<file path="config.mk">
export PLATFORM = sky130hd
export DESIGN_NAME = muldiv_sequencer
export DESIGN_NICKNAME = d
export VERILOG_FILES = /design/src/rtl/muldiv_sequencer.sv
export SDC_FILE = /design/constraint.sdc
export NUM_CORES = 1
export LEC_CHECK = 0
export CORE_UTILIZATION = 60
export CTS_BUF_LIST = sky130_fd_sc_hd__clkbuf_16
export DETAILED_ROUTE_END_ITERATION = 16
export PLACE_DENSITY = 0.89
export SLEW_MARGIN = 20
export SYNTH_ARGS = -nofsm -noshare
export SYNTH_HDL_FRONTEND = slang
export SYNTH_SLANG_ARGS = --single-unit
</file>
<file path="constraint.sdc">
create_clock -name clk -period 10.97 [get_ports clk]
set_clock_uncertainty 0.05 [all_clocks]
set_input_delay 2.194 -clock clk [delete_from_list [all_inputs] [get_ports clk]]
set_output_delay 2.194 -clock clk [all_outputs]
set_load 0.01 [all_outputs]
</file>
<file path="src/rtl/muldiv_sequencer.sv">
// Multi-cycle signed multiply / divide sequencer for the EX stage.
// Holds the pipeline via stall while a WIDTH-iteration shift-add or restoring divide runs.
module muldiv_sequencer #(
   parameter int unsigned WIDTH = 16
) (
   input  logic             clk,
   input  logic             reset_n,
   input  logic             start,
   input  logic [3:0]       funct_code,
   input  logic [WIDTH-1:0] op_a,
   input  logic [WIDTH-1:0] op_b,
   input  logic             flush,
   output logic             stall,
   output logic             busy,
   output logic             done,
   output logic [WIDTH-1:0] result_lo,
   output logic [WIDTH-1:0] result_hi,
   output logic             div_by_zero
);

   localparam int unsigned CW        = $clog2(WIDTH + 1);
   localparam logic [3:0]  FUNCT_MUL = 4'b0100;
   localparam logic [3:0]  FUNCT_DIV = 4'b1000;

   typedef enum logic [1:0] {
      IDLE,
      RUN,
      DONE
   } state_t;

   state_t               state;
   state_t               state_next;
   logic [CW-1:0]        count;
   logic [2*WIDTH-1:0]   acc;
   logic [2*WIDTH-1:0]   acc_step;
   logic [WIDTH-1:0]     opnd;
   logic                 sign_a;
   logic                 sign_b;
   logic                 is_div;

   logic                 mul_req;
   logic                 div_req;
   logic                 accept;
   logic                 div_zero_req;
   logic                 last_iter;
   logic [WIDTH-1:0]     mag_a;
   logic [WIDTH-1:0]     mag_b;
   logic [WIDTH:0]       mul_sum;
   logic [WIDTH:0]       part;
   logic [WIDTH:0]       diff;
   logic [WIDTH-1:0]     quo_mag;
   logic [WIDTH-1:0]     rem_mag;
   logic [WIDTH-1:0]     quo_signed;
   logic [WIDTH-1:0]     rem_signed;
   logic [2*WIDTH-1:0]   prod_signed;

   always_comb begin
      mul_req      = (funct_code == FUNCT_MUL);
      div_req      = (funct_code == FUNCT_DIV);
      accept       = (state == IDLE) & start & (mul_req | div_req) & ~flush;
      div_zero_req = div_req & (op_b == '0);
      last_iter    = (count == CW'(1));
      mag_a        = op_a[WIDTH-1] ? -op_a : op_a;
      mag_b        = op_b[WIDTH-1] ? -op_b : op_b;
   end

   // One iteration: acc holds {partial product, multiplier} for multiply and
   // {remainder, dividend/quotient} for divide; opnd is the other magnitude.
   always_comb begin
      mul_sum  = {1'b0, acc[2*WIDTH-1:WIDTH]} + (acc[0] ? {1'b0, opnd} : '0);
      part     = acc[2*WIDTH-1:WIDTH-1];
      diff     = part - {1'b0, opnd};
      acc_step = '0;
      if (is_div) begin
         if (!diff[WIDTH])
            acc_step = {diff[WIDTH-1:0], acc[WIDTH-2:0], 1'b1};
         else
            acc_step = {acc[2*WIDTH-2:0], 1'b0};
      end else begin
         acc_step = {mul_sum, acc[WIDTH-1:1]};
      end
   end

   always_comb begin
      quo_mag     = acc_step[WIDTH-1:0];
      rem_mag     = acc_step[2*WIDTH-1:WIDTH];
      prod_signed = (sign_a ^ sign_b) ? -acc_step : acc_step;
      quo_signed  = (sign_a ^ sign_b) ? -quo_mag : quo_mag;
      rem_signed  = sign_a ? -rem_mag : rem_mag;
   end

   always_comb begin
      state_next = state;
      case (state)
         IDLE: begin
            if (accept)
               state_next = div_zero_req ? DONE : RUN;
         end
         RUN: begin
            if (flush)
               state_next = IDLE;
            else if (last_iter)
               state_next = DONE;
         end
         DONE:    state_next = IDLE;
         default: state_next = IDLE;
      endcase
   end

   always_comb begin
      stall = (state == RUN) | accept;
      busy  = (state == RUN) | (state == DONE);
      done  = (state == DONE);
   end

   always_ff @(posedge clk or negedge reset_n) begin
      if (!reset_n) begin
         state       <= IDLE;
         count       <= '0;
         acc         <= '0;
         opnd        <= '0;
         sign_a      <= 1'b0;
         sign_b      <= 1'b0;
         is_div      <= 1'b0;
         result_lo   <= '0;
         result_hi   <= '0;
         div_by_zero <= 1'b0;
      end else begin
         state <= state_next;
         case (state)
            IDLE: begin
               if (accept) begin
                  sign_a      <= op_a[WIDTH-1];
                  sign_b      <= op_b[WIDTH-1];
                  is_div      <= div_req;
                  count       <= CW'(WIDTH);
                  div_by_zero <= 1'b0;
                  if (div_req) begin
                     acc  <= {{WIDTH{1'b0}}, mag_a};
                     opnd <= mag_b;
                  end else begin
                     acc  <= {{WIDTH{1'b0}}, mag_b};
                     opnd <= mag_a;
                  end
                  // Divide by zero bypasses RUN, so its results land here.
                  if (div_zero_req) begin
                     result_lo   <= '1;
                     result_hi   <= op_a;
                     div_by_zero <= 1'b1;
                  end
               end
            end
            RUN: begin
               if (!flush) begin
                  acc   <= acc_step;
                  count <= count - CW'(1);
                  if (last_iter) begin
                     if (is_div) begin
                        result_lo <= quo_signed;
                        result_hi <= rem_signed;
                     end else begin
                        result_lo <= prod_signed[WIDTH-1:0];
                        result_hi <= prod_signed[2*WIDTH-1:WIDTH];
                     end
                  end
               end
            end
            default: ;
         endcase
      end
   end

endmodule

</file>
# ---- Word-level counts from Yosys, hierarchy flattened
# Index checks and enable logic that the tools add are counted.
dict set report word_totals {
  register_bits 91
  input_bits 40
  output_inout_bits 36
}
dict set report op_classes {
  add_sub_neg 8
  n_eq_ne 10
  muxes 34
  bitwise_logic 9
  n_reduce_logical 7
}
# cell count
set ops {}
lappend ops {{two-way mux 16 bit} 17}
lappend ops {{two-way mux 32 bit} 5}
lappend ops {{negation 16 bit} 4}
lappend ops {{one-hot mux 16 bit (2 select lines)} 2}
lappend ops {{one-hot mux 32 bit (2 select lines)} 1}
lappend ops {{negation 32 bit} 1}
lappend ops {{adder 16 x 16 -> 17 bit} 1}
lappend ops {{subtractor 17 x 16 -> 17 bit} 1}
lappend ops {{zero test 16 bit} 1}
lappend ops {{two-way mux 5 bit} 2}
lappend ops {{one-hot mux 5 bit (2 select lines)} 1}
lappend ops {{two-way mux 2 bit} 4}
lappend ops {{inequality test 2 bit, second input constant} 4}
lappend ops {{== test 5 x 1 -> 1 bit, second input constant} 1}
lappend ops {{AND reduction 5 bit} 1}
lappend ops {{subtractor 5 x 1 -> 5 bit, second input constant} 1}
lappend ops {{bitwise AND 1 bit} 4}
lappend ops {{== test 4 x 3 -> 1 bit, second input constant} 1}
lappend ops {{== test 4 bit, second input constant} 1}
lappend ops {{one-hot mux 2 bit (2 select lines)} 1}
lappend ops {{AND reduction 2 bit} 2}
lappend ops {{inequality test 3 bit, second input constant} 1}
lappend ops {{OR 1 bit} 3}
lappend ops {{AND reduction 3 bit} 1}
lappend ops {{other kinds (7)} 7}

# ---- Longest topological paths before layout
# Gate-level depths: netlist of the first run.
dict set report logic_depth {
  depth_word 9
  ltp_mapped 19
}

# ---- Least setup slack after synthesis of the first run
# No wires, ideal clock.
dict set report synth_path {
  kind {input-to-output}
  from {input port flush}
  to {output port stall}
  arrival_time_ns 3.484
  required_time_ns 8.726
  setup_slack_ns 5.242
  cell_stages 5
  n_path_buf 2
  path_cell_list {nor4_1 nand2_1 clkbuf_1 clkbuf_1 nand2_1}
}
dict set report synth_via {
  elab_chain_cells 3
}
# item line_no
set synth_lines {}
lappend synth_lines {{start: declaration} 12} ;# input logic flush,
lappend synth_lines {{inverter 1 bit} 60} ;# accept = (state == IDLE) & start & (mul_req | div_req) & ~flush;
lappend synth_lines {{bitwise AND 1 bit} 60}
lappend synth_lines {{OR 1 bit} 111} ;# stall = (state == RUN) | accept;
lappend synth_lines {{end: declaration} 13} ;# output logic stall,
# No other way between the ends.

# ---- Worst setup path in the final report of the first run
# Ends and elaborated chain as after synthesis.

==> report_table.html, run 1 <==
<table>
<tr><th>Metric</th><th>Value</th></tr>
<tr><th colspan="2">Clocking</th></tr>
<tr><td>Insertion delay to the later sink of the worst-skew pair</td><td>0.36 ns</td></tr>
<tr><td>Clock edge transition at the registers on the reported setup and hold paths</td><td>0.07 ns</td></tr>
<tr><td>Root buffer cell</td><td>sky130_fd_sc_hd__clkbuf_16</td></tr>
<tr><td>Post-CTS Resized</td><td>0</td></tr>
<tr><td>Clock tree from TritonCTS</td><td>yes</td></tr>
<tr><td>Post-CTS setup buffers</td><td>0</td></tr>
<tr><td>Maximum level of the CTS H-tree</td><td>3</td></tr>
<tr><td>Num CTS Buffers</td><td>9</td></tr>
<tr><td>Sink count of the clock tree</td><td>91</td></tr>
<tr><td>Clock Tree Buf Depth</td><td>2</td></tr>
<tr><td>Cts hold-fix bufs</td><td>0</td></tr>
<tr><th colspan="2">Synth</th></tr>
<tr><td>Async set-reset flop share out of synthesis</td><td>100%</td></tr>
<tr><td>Summed instance area of the synthesized netlist</td><td>8140 um^2</td></tr>
<tr><td>Dominant synthesized flop cell</td><td>sky130_fd_sc_hd__dfrtp_1</td></tr>
<tr><td>Count of synthesis-stage warnings from yosys</td><td>0</td></tr>
<tr><td>Avg Synthesized Cell Area</td><td>7.94 um^2</td></tr>
<tr><td>Post-synth net total</td><td>1108</td></tr>
<tr><td>Number of synthesized register bits</td><td>91</td></tr>
<tr><td>Seq/Total Area, Yosys</td><td>28.0%</td></tr>
<tr><td>Number of flops mapped to enable cells by yosys</td><td>0</td></tr>
<tr><td>Post-synth cell types</td><td>89</td></tr>
<tr><td>Gate count after technology mapping</td><td>1025</td></tr>
<tr><th colspan="2">Place</th></tr>
<tr><td>Placer Congestion</td><td>0.937</td></tr>
<tr><td>IO Port Bufs</td><td>75</td></tr>
<tr><td>Cell count after placement</td><td>1235</td></tr>
<tr><td>Pre-CTS setup slack</td><td>4.46 ns</td></tr>
<tr><td>Detailed placement HPWL</td><td>18000 um</td></tr>
<tr><th colspan="2">Power and ir drop</th></tr>
<tr><td>Internal Pwr Total</td><td>0.00112 W</td></tr>
<tr><td>Net switching power figure</td><td>0.000950 W</td></tr>
<tr><td>Leakage power</td><td>4.14 nW</td></tr>
<tr><td>Net Sw Frac</td><td>45.9%</td></tr>
<tr><td>Clock group share of total power</td><td>15.6%</td></tr>
<tr><td>Worst vdd rail ir drop</td><td>0.150 mV</td></tr>
<tr><td>Portion of total power attributed to sequential cells</td><td>28.5%</td></tr>
<tr><td>Portion of total power attributed to combinational logic</td><td>55.9%</td></tr>
<tr><td>Power density cells</td><td>223 nW/um^2</td></tr>
<tr><th colspan="2">Setup path</th></tr>
<tr><td>Cell with the largest stage delay on the worst path</td><td>sky130_fd_sc_hd__nor4_1</td></tr>
<tr><td>Slowest stage delay, CP</td><td>0.65 ns</td></tr>
<tr><td>Endpoint arrival time on the critical path</td><td>4.36 ns</td></tr>
<tr><td>Sum of buffers and inverters on the critical path</td><td>3</td></tr>
<tr><td>Cell chain of the critical path</td><td>clkdlybuf4s50_1 &gt; nor4_1 &gt; nand2_1 &gt; buf_4 &gt; nand2_1 &gt; clkdlybuf4s50_1</td></tr>
<tr><td>Delay-heaviest family, CP</td><td>buffers and inverters</td></tr>
<tr><td>Worst R2R Setup Slack</td><td>6.06 ns</td></tr>
<tr><td>Critical path required time</td><td>8.73 ns</td></tr>
<tr><td>Crit end category</td><td>primary output</td></tr>
<tr><td>Path type of the worst setup path</td><td>in -&gt; out</td></tr>
<tr><td>CP Launch Type</td><td>input port</td></tr>
<tr><td>Maximum fanout along the worst path</td><td>44</td></tr>
<tr><th colspan="2">Timing</th></tr>
<tr><td>Worst path setup slack after routing</td><td>4.36 ns</td></tr>
<tr><td>Worst max-slew margin expressed relative to the limit</td><td>41.1%</td></tr>
<tr><td>Unrepaired setup endpoints after global routing</td><td>no</td></tr>
<tr><td>Total Neg Setup Slack</td><td>0 ns</td></tr>
<tr><td>Portion of the clock cycle consumed by the worst path in the final layout</td><td>60.2%</td></tr>
<tr><td>Transition time at the pin with the least slew margin</td><td>0.879 ns</td></tr>
<tr><td>Final critical-path required period</td><td>6.61 ns</td></tr>
<tr><td>Number of setup violations in the final report</td><td>0</td></tr>
<tr><td>Total count of max-transition violations in the final report</td><td>0</td></tr>
<tr><td>F_max</td><td>0.151 GHz</td></tr>
<tr><td>Count of final hold-check violations</td><td>0</td></tr>
<tr><th colspan="2">Job</th></tr>
<tr><td>MaxCap Viol Count</td><td>0</td></tr>
<tr><th colspan="2">Final layout</th></tr>
<tr><td>Cell Count, Final, Fillers Out</td><td>1251</td></tr>
<tr><td>Fraction of final layout cells sized beyond drive strength 1</td><td>6.60%</td></tr>
<tr><td>Nets</td><td>1153</td></tr>
<tr><td>N_diodes</td><td>0</td></tr>
<tr><td>Area growth, synth to finish</td><td>14.0%</td></tr>
<tr><th colspan="2">Worst hold path</th></tr>
<tr><td>Hold Crit Class</td><td>reg -&gt; reg</td></tr>
<tr><th colspan="2">Outcome</th></tr>
<tr><td>Outcome</td><td>complete, no violations</td></tr>
<tr><th colspan="2">Die</th></tr>
<tr><td>Std-Cell Core Area</td><td>13200 um^2</td></tr>
<tr><td>Initial Util</td><td>61.4%</td></tr>
<tr><td>Top-level I/O count</td><td>76</td></tr>
<tr><td>Die Area</td><td>14000 um^2</td></tr>
<tr><td>DIE WIDTH</td><td>118 um</td></tr>
<tr><td>Number of standard-cell rows in the floorplan</td><td>42</td></tr>
<tr><td>Die Span Y</td><td>118 um</td></tr>
<tr><th colspan="2">Drt</th></tr>
<tr><td>Via count of the routed design</td><td>8312</td></tr>
<tr><td>Per-cell routed wire length</td><td>19.3 um</td></tr>
<tr><td>Routed vias/inst</td><td>6.64</td></tr>
<tr><td>Number of DRC markers in iteration 0</td><td>873</td></tr>
<tr><td>Wire length reported by the detailed router</td><td>24100 um</td></tr>
<tr><td>DRC violation count after routing</td><td>0</td></tr>
<tr><td>Number of routed nets with antenna violations</td><td>0</td></tr>
<tr><td>Initial DRT Pass Iterations</td><td>6</td></tr>
<tr><th colspan="2">GRT</th></tr>
<tr><td>First-pass GRT wire length</td><td>38900 um</td></tr>
<tr><td>Via count of the first global-routing pass</td><td>7502</td></tr>
<tr><td>Number of antenna violations at the first check in global routing</td><td>0</td></tr>
<tr><td>Aggregate global routing overflow</td><td>0</td></tr>
<tr><td>Largest net degree at the start of global routing</td><td>72</td></tr>
<tr><td>Overall track demand over capacity in global routing</td><td>35.1%</td></tr>
</table>
-- through the flow --
step           instance area (um^2)  utilization [%]  hold slack [ns]  total power (W)
6_report                       9270             70.0            0.440          0.00207
5_1_grt                        9270             70.0            0.464          0.00220
4_1_cts                        9270             70.0            0.442          0.00204
3_5_place_dp                   8970             67.7            0.427          0.00172
3_3_place_gp                   8970             67.7            0.419          0.00168
2_1_floorplan                  8140                -            0.413          0.00133
-- cell type report --
type                    count  area [um^2]
flip-flops and latches     91         2280
well taps                 176          220
clock inverters             7         76.3
repair buffers             86          831
multi-input cells         838         5480
inverters                  44          165
fillers                  1020         3970
clock buffers               9          225
-- kinds of logic (layout without fill, tap and decap cells) --
group | Yosys count | after routing | synth area share, %
simple gates | 357 | 357 | 21.8
mux | 32 | 32 | 4.03
xor+xnor | 73 | 73 | 7.86
buf+inv | 96 | 146 | 4.91
flops | 91 | 91 | 28.0
compound gates | 333 | 333 | 26.7
fa+ha+maj | 43 | 43 | 6.80
-- metal layers --
metal	GRT usage (%)	wire length (um)	up-vias
li1	-	-	3814
met5	0	0	-
met1	46.7	9750	3905
met2	54.0	10600	501
met4	17.8	1170	0
met3	7.24	2580	92
-- tightest hold or removal path: stages (launching register included) --
cell                      delay [ns]
sky130_fd_sc_hd__dfrtp_1        0.34
sky130_fd_sc_hd__nand2_1        0.04
sky130_fd_sc_hd__o21ai_0        0.07
-- placed cells by master (no fill, tap or decap), drive strengths merged, types with 5 or more instances in the layout --
master	instances
xnor2	38
xor2	35
buf	12
and2	18
and3	18
a21oi	89
nand2b	16
o21ai	104
nand3	22
inv	44
or3	13
nor2b	6
nand4	9
mux2	6
mux2i	26
a22o	9
a211o	9
nor2	92
o21a	5
o211ai	5
o41ai	6
dfrtp	91
nor3	28
a21o	13
ha	41
nand2	107
clkbuf	9
o31ai	15
clkdlybuf4s50	74
nor4	9
a211oi	11
clkinv	6
a31oi	26
-- synth_stat cells (all sizes together) (4+ instances only) --
master | instances | area share [%]
nand2 | 107 | 5.1
o21ai | 104 | 6.6
nor2 | 92 | 4.3
dfrtp | 91 | 28
a21oi | 89 | 5.8
inv | 42 | 1.9
ha | 41 | 6.3
xnor2 | 38 | 4.1
clkbuf | 37 | 1.7
xor2 | 35 | 3.8
nor3 | 28 | 1.8
a31oi | 26 | 2.0
mux2i | 26 | 3.2
nand3 | 22 | 1.4
and2 | 18 | 1.4
and3 | 18 | 1.4
nand2b | 16 | 1.3
buf | 15 | 1.2
o31ai | 15 | 1.4
a21o | 13 | 1.2
or3 | 13 | 1.1
a211oi | 11 | 1.3
a211o | 9 | 1.1
a22o | 9 | 0.97
nand4 | 9 | 0.69
nor4 | 9 | 0.95
mux2 | 6 | 0.83
nor2b | 6 | 0.46
o41ai | 6 | 0.74
o211ai | 5 | 0.46
o21a | 5 | 0.46
a2111oi | 4 | 0.58
a221oi | 4 | 0.51
a311oi | 4 | 0.51
nor4b | 4 | 0.58
o21bai | 4 | 0.37
or2 | 4 | 0.31
-- sequential cells by signal, summed over array words and instances (netlist names) --
name and count:
opnd 16, sign_a 1, acc 32, count 5
state 2, sign_b 1, is_div 1, result_hi 16
div_by_zero 1, result_lo 16
-- final timing paths --
kind                            depth (start not counted)             to    startpoint
max in group asynchronous                               2         is_div       reset_n
min in group asynchronous                               1         acc[3]       reset_n
worst min register to register                          2   result_hi[2]  result_hi[2]
worst max register to register                         14  result_hi[15]        acc[0]
worst min-delay path                                    2   result_hi[2]  result_hi[2]
worst max-delay path                                    6          stall         flush
-- power by group through the flow --
stage / combinational, W / sequential (W) / clock, W
after floorplan: 0.000774 / 0.000560 / 0
after global placement: 0.00110 / 0.000583 / 0
after detailed placement: 0.00113 / 0.000589 / 0
after CTS: 0.00114 / 0.000582 / 0.000321
after global routing: 0.00127 / 0.000603 / 0.000336
final: 0.00116 / 0.000590 / 0.000324
Power figures use the tool's default switching activity.
==> run 2, diff against run 1 <==
--- a/config.mk
+++ b/config.mk
@@ -5,10 +5,10 @@
 export SDC_FILE = /design/constraint.sdc
 export NUM_CORES = 1
 export LEC_CHECK = 0
-export CORE_UTILIZATION = 60
+export CORE_UTILIZATION = 59
 export CTS_BUF_LIST = sky130_fd_sc_hd__clkbuf_16
 export DETAILED_ROUTE_END_ITERATION = 16
-export PLACE_DENSITY = 0.89
+export PLACE_DENSITY = 0.88
 export SLEW_MARGIN = 20
 export SYNTH_ARGS = -nofsm -noshare
 export SYNTH_HDL_FRONTEND = slang
==> constraint.sdc (replaced) <==
create_clock -name clk -period 6.8 [get_ports clk]
set_clock_uncertainty 0.05 [all_clocks]
set_input_delay 1.36 -clock clk [delete_from_list [all_inputs] [get_ports clk]]
set_output_delay 1.36 -clock clk [all_outputs]
set_load 0.01 [all_outputs]
==> run 2 against run 1 <==
Combinational power up 60%; wire length up 1.2%; worst hold slack better by 0.0022 ns; worst setup slack worse by 2.5 ns; final cell count down 0.24%; highest routed layer unchanged.
==> report_table.html, run 2 (synthesis results as in run 1) <==
<table>
<tr><th>Metric</th><th>Value</th></tr>
<tr><th colspan="2">Outcome</th></tr>
<tr><td>Outcome</td><td>complete, no violations</td></tr>
<tr><th colspan="2">Setup path</th></tr>
<tr><td>Path type of the worst setup path</td><td>reg -&gt; reg</td></tr>
<tr><td>Beginning of the critical path</td><td>acc[0]</td></tr>
<tr><td>Worst R2R Setup Slack</td><td>1.87 ns (-4.19 ns)</td></tr>
<tr><td>Cell chain of the critical path</td><td>and2_1 &gt; ha_1 &gt; fa_1 &gt; a211oi_1 &gt; o21bai_1 &gt; a31oi_1 &gt; xor2_1 &gt; o32ai_1 &gt; a21oi_1 &gt; nor4b_2 &gt; nand3_1 &gt; o41ai_1 &gt; or4_1 &gt; nand3b_1</td></tr>
<tr><td>Worst Reg2Reg Path Length in Cells</td><td>14 (unchanged)</td></tr>
<tr><td>Critical path required time</td><td>6.97 ns (-1.76 ns)</td></tr>
<tr><td>Crit end category</td><td>flop</td></tr>
<tr><td>RR Startpoint</td><td>acc[0]</td></tr>
<tr><td>Slowest stage delay, CP</td><td>0.65 ns (about the same)</td></tr>
<tr><td>Worst reg2reg endpoint</td><td>result_hi[15]</td></tr>
<tr><td>CP Launch Type</td><td>flop</td></tr>
<tr><td>Maximum fanout along the worst path</td><td>18 (-59%)</td></tr>
<tr><td>Cell with the largest stage delay on the worst path</td><td>sky130_fd_sc_hd__dfrtp_1</td></tr>
<tr><td>Endpoint arrival time on the critical path</td><td>5.10 ns (+0.74 ns)</td></tr>
<tr><th colspan="2">Clocking</th></tr>
<tr><td>Clock Tree Buf Depth</td><td>2 (unchanged)</td></tr>
<tr><td>Clock tree from TritonCTS</td><td>yes</td></tr>
<tr><td>Insertion delay to the later sink of the worst-skew pair</td><td>0.35 ns (about the same)</td></tr>
<tr><td>Root buffer cell</td><td>sky130_fd_sc_hd__clkbuf_16</td></tr>
<tr><td>Clock edge transition at the registers on the reported setup and hold paths</td><td>0.07 ns (about the same)</td></tr>
<tr><td>Post-CTS setup buffers</td><td>0 (unchanged)</td></tr>
<tr><td>Cts hold-fix bufs</td><td>0 (unchanged)</td></tr>
<tr><td>Post-CTS Resized</td><td>0 (unchanged)</td></tr>
<tr><td>Sink count of the clock tree</td><td>91 (unchanged)</td></tr>
<tr><td>Maximum level of the CTS H-tree</td><td>3 (unchanged)</td></tr>
<tr><td>Num CTS Buffers</td><td>9 (unchanged)</td></tr>
<tr><th colspan="2">Timing</th></tr>
<tr><td>Final critical-path required period</td><td>4.93 ns</td></tr>
<tr><td>Total count of max-transition violations in the final report</td><td>0 (unchanged)</td></tr>
<tr><td>Count of final hold-check violations</td><td>0 (unchanged)</td></tr>
<tr><td>Portion of the clock cycle consumed by the worst path in the final layout</td><td>72.5%</td></tr>
<tr><td>Unrepaired setup endpoints after global routing</td><td>no</td></tr>
<tr><td>Number of setup violations in the final report</td><td>0 (unchanged)</td></tr>
<tr><td>Worst path setup slack after routing</td><td>1.87 ns (-2.49 ns)</td></tr>
<tr><td>Total Neg Setup Slack</td><td>0 ns (unchanged)</td></tr>
<tr><td>Worst max-slew margin expressed relative to the limit</td><td>37.6% (-3.5 points)</td></tr>
<tr><td>F_max</td><td>0.203 GHz</td></tr>
<tr><td>Transition time at the pin with the least slew margin</td><td>0.930 ns (+0.0515 ns)</td></tr>
<tr><td>Worst-case hold slack</td><td>0.442 ns (+0.00222 ns)</td></tr>
<tr><th colspan="2">Power and ir drop</th></tr>
<tr><td>Portion of total power attributed to combinational logic</td><td>56.0% (about the same)</td></tr>
<tr><td>Power density cells</td><td>359 nW/um^2 (+61%)</td></tr>
<tr><td>Worst vdd rail ir drop</td><td>0.199 mV (+33%)</td></tr>
<tr><td>Internal Pwr Total</td><td>0.00180 W (+61%)</td></tr>
<tr><td>Portion of total power attributed to sequential cells</td><td>29.0% (+0.5 points)</td></tr>
<tr><td>Leakage power</td><td>4.12 nW (-0.48%)</td></tr>
<tr><td>Clock group share of total power</td><td>15.0% (-0.6 points)</td></tr>
<tr><td>Net switching power figure</td><td>0.00152 W (+60%)</td></tr>
<tr><td>Net Sw Frac</td><td>45.7% (-0.15 points)</td></tr>
<tr><th colspan="2">Final layout</th></tr>
<tr><td>Largest Register</td><td>acc</td></tr>
<tr><td>Area growth, synth to finish</td><td>13.6%</td></tr>
<tr><td>Number of flip-flops under the largest register name</td><td>32 (unchanged)</td></tr>
<tr><td>N_diodes</td><td>0 (unchanged)</td></tr>
<tr><td>Most used cells in the layout excluding fill and tap cells</td><td>sky130_fd_sc_hd__nand2_1, sky130_fd_sc_hd__o21ai_0, sky130_fd_sc_hd__nor2_1</td></tr>
<tr><td>Filler Cells Inserted</td><td>1047 (+2.6%)</td></tr>
<tr><td>Fraction of final layout cells sized beyond drive strength 1</td><td>6.34% (-0.26 points)</td></tr>
<tr><td>Nets</td><td>1152 (-0.087%)</td></tr>
<tr><td>Most common library cell in the layout ignoring fill and taps</td><td>sky130_fd_sc_hd__nand2_1</td></tr>
<tr><td>Cell Count, Final, Fillers Out</td><td>1248 (-0.24%)</td></tr>
<tr><th colspan="2">Worst hold path</th></tr>
<tr><td>Hold Path Depth</td><td>2 (unchanged)</td></tr>
<tr><td>Hold Crit Class</td><td>reg -&gt; reg</td></tr>
<tr><td>Startpoint of the worst hold path</td><td>result_hi[5]</td></tr>
<tr><td>WHS Endpoint</td><td>result_hi[5]</td></tr>
<tr><th colspan="2">Place</th></tr>
<tr><td>Detailed placement HPWL</td><td>18300 um (+1.5%)</td></tr>
<tr><td>Cell count after placement</td><td>1234 (-0.081%)</td></tr>
<tr><td>Placer Congestion</td><td>0.972 (+3.8%)</td></tr>
<tr><td>IO Port Bufs</td><td>75 (unchanged)</td></tr>
<tr><td>Pre-CTS setup slack</td><td>1.68 ns (-2.78 ns)</td></tr>
<tr><th colspan="2">Die</th></tr>
<tr><td>Die Area</td><td>14300 um^2 (+1.7%)</td></tr>
<tr><td>Top-level I/O count</td><td>76 (unchanged)</td></tr>
<tr><td>DIE WIDTH</td><td>119 um (+0.83%)</td></tr>
<tr><td>Std-Cell Core Area</td><td>13300 um^2 (+0.79%)</td></tr>
<tr><td>Die Span Y</td><td>119 um (+0.83%)</td></tr>
<tr><td>Number of standard-cell rows in the floorplan</td><td>42 (unchanged)</td></tr>
<tr><td>Initial Util</td><td>61.0% (-0.48 points)</td></tr>
<tr><th colspan="2">GRT</th></tr>
<tr><td>First-pass GRT wire length</td><td>39000 um (+0.39%)</td></tr>
<tr><td>Overall track demand over capacity in global routing</td><td>35.0% (-0.092 points)</td></tr>
<tr><td>Aggregate global routing overflow</td><td>0 (unchanged)</td></tr>
<tr><td>Via count of the first global-routing pass</td><td>7407 (-1.3%)</td></tr>
<tr><td>Largest net degree at the start of global routing</td><td>60 (-17%)</td></tr>
<tr><td>Number of antenna violations at the first check in global routing</td><td>0 (unchanged)</td></tr>
<tr><th colspan="2">Drt</th></tr>
<tr><td>Via count of the routed design</td><td>8165 (-1.8%)</td></tr>
<tr><td>Wire length reported by the detailed router</td><td>24400 um (+1.2%)</td></tr>
<tr><td>Routed vias/inst</td><td>6.54 (-1.5%)</td></tr>
<tr><td>Initial DRT Pass Iterations</td><td>5 (-1)</td></tr>
<tr><td>Number of DRC markers in iteration 0</td><td>724 (-17%)</td></tr>
<tr><td>Number of routed nets with antenna violations</td><td>0 (unchanged)</td></tr>
<tr><td>Per-cell routed wire length</td><td>19.6 um (+1.4%)</td></tr>
<tr><td>DRC violation count after routing</td><td>0 (unchanged)</td></tr>
<tr><th colspan="2">Job</th></tr>
<tr><td>MaxCap Viol Count</td><td>0 (unchanged)</td></tr>
</table>
==> run 2: layer usage <==
metal	vias to the layer above	GRT usage [%]	wire (um)
met2	463	53.5	10800
met1	3824	48.6	10200
li1	3809	-	-
met5	-	0	0
met4	0	14.1	916
met3	69	6.61	2440
==> run 2: per-stage QoR <==
| step | util (%) | instance area [um^2] | total power [W] |
|---|---|---|---|
| after floorplan | - | 8140 | 0.00215 |
| after global placement | 67.2 | 8960 | 0.00272 |
| after detailed placement | 67.2 | 8960 | 0.00277 |
| after CTS | 69.3 | 9250 | 0.00327 |
| after global routing | 69.3 | 9250 | 0.00352 |
| final | 69.3 | 9250 | 0.00332 |
==> run 2: final cells by class <==
cell class	count	area [um^2]	area share, %
multi-input cells	838	5480	59.2
well taps	176	220	2.38
clock buffers	9	225	2.44
flip-flops and latches	91	2280	24.6
repair buffers	85	823	8.90
clock inverters	5	57.6	0.622
inverters	44	165	1.79
==> run 2: how the worst max path moves through the flow <==
stage	slack [ns]	end
6_report	1.87	result_hi[15]
5_1_grt	1.63	result_hi[15]
4_1_cts	1.93	stall
3_5_place_dp	1.68	result_hi[15]
3_3_place_gp	1.82	result_hi[15]
2_1_floorplan	2.68	result_hi[15]
==> run 2: power groups by stage <==
stage,combinational (W),sequential (W),clock (W)
floorplan,0.00125,0.000904,0
global placement,0.00177,0.000950,0
detailed placement,0.00181,0.000956,0
CTS,0.00183,0.000948,0.000493
global route,0.00203,0.000978,0.000513
finish,0.00186,0.000961,0.000497
==> run 2: worst max-delay path: cells and delay by family (launching register included) <==
kind | cells | cell delay, ns
compound gates | 6 | 1.94
xor+xnor | 1 | 0.16
flops | 1 | 0.65
simple gates | 5 | 1.35
fa+ha+maj | 2 | 0.66
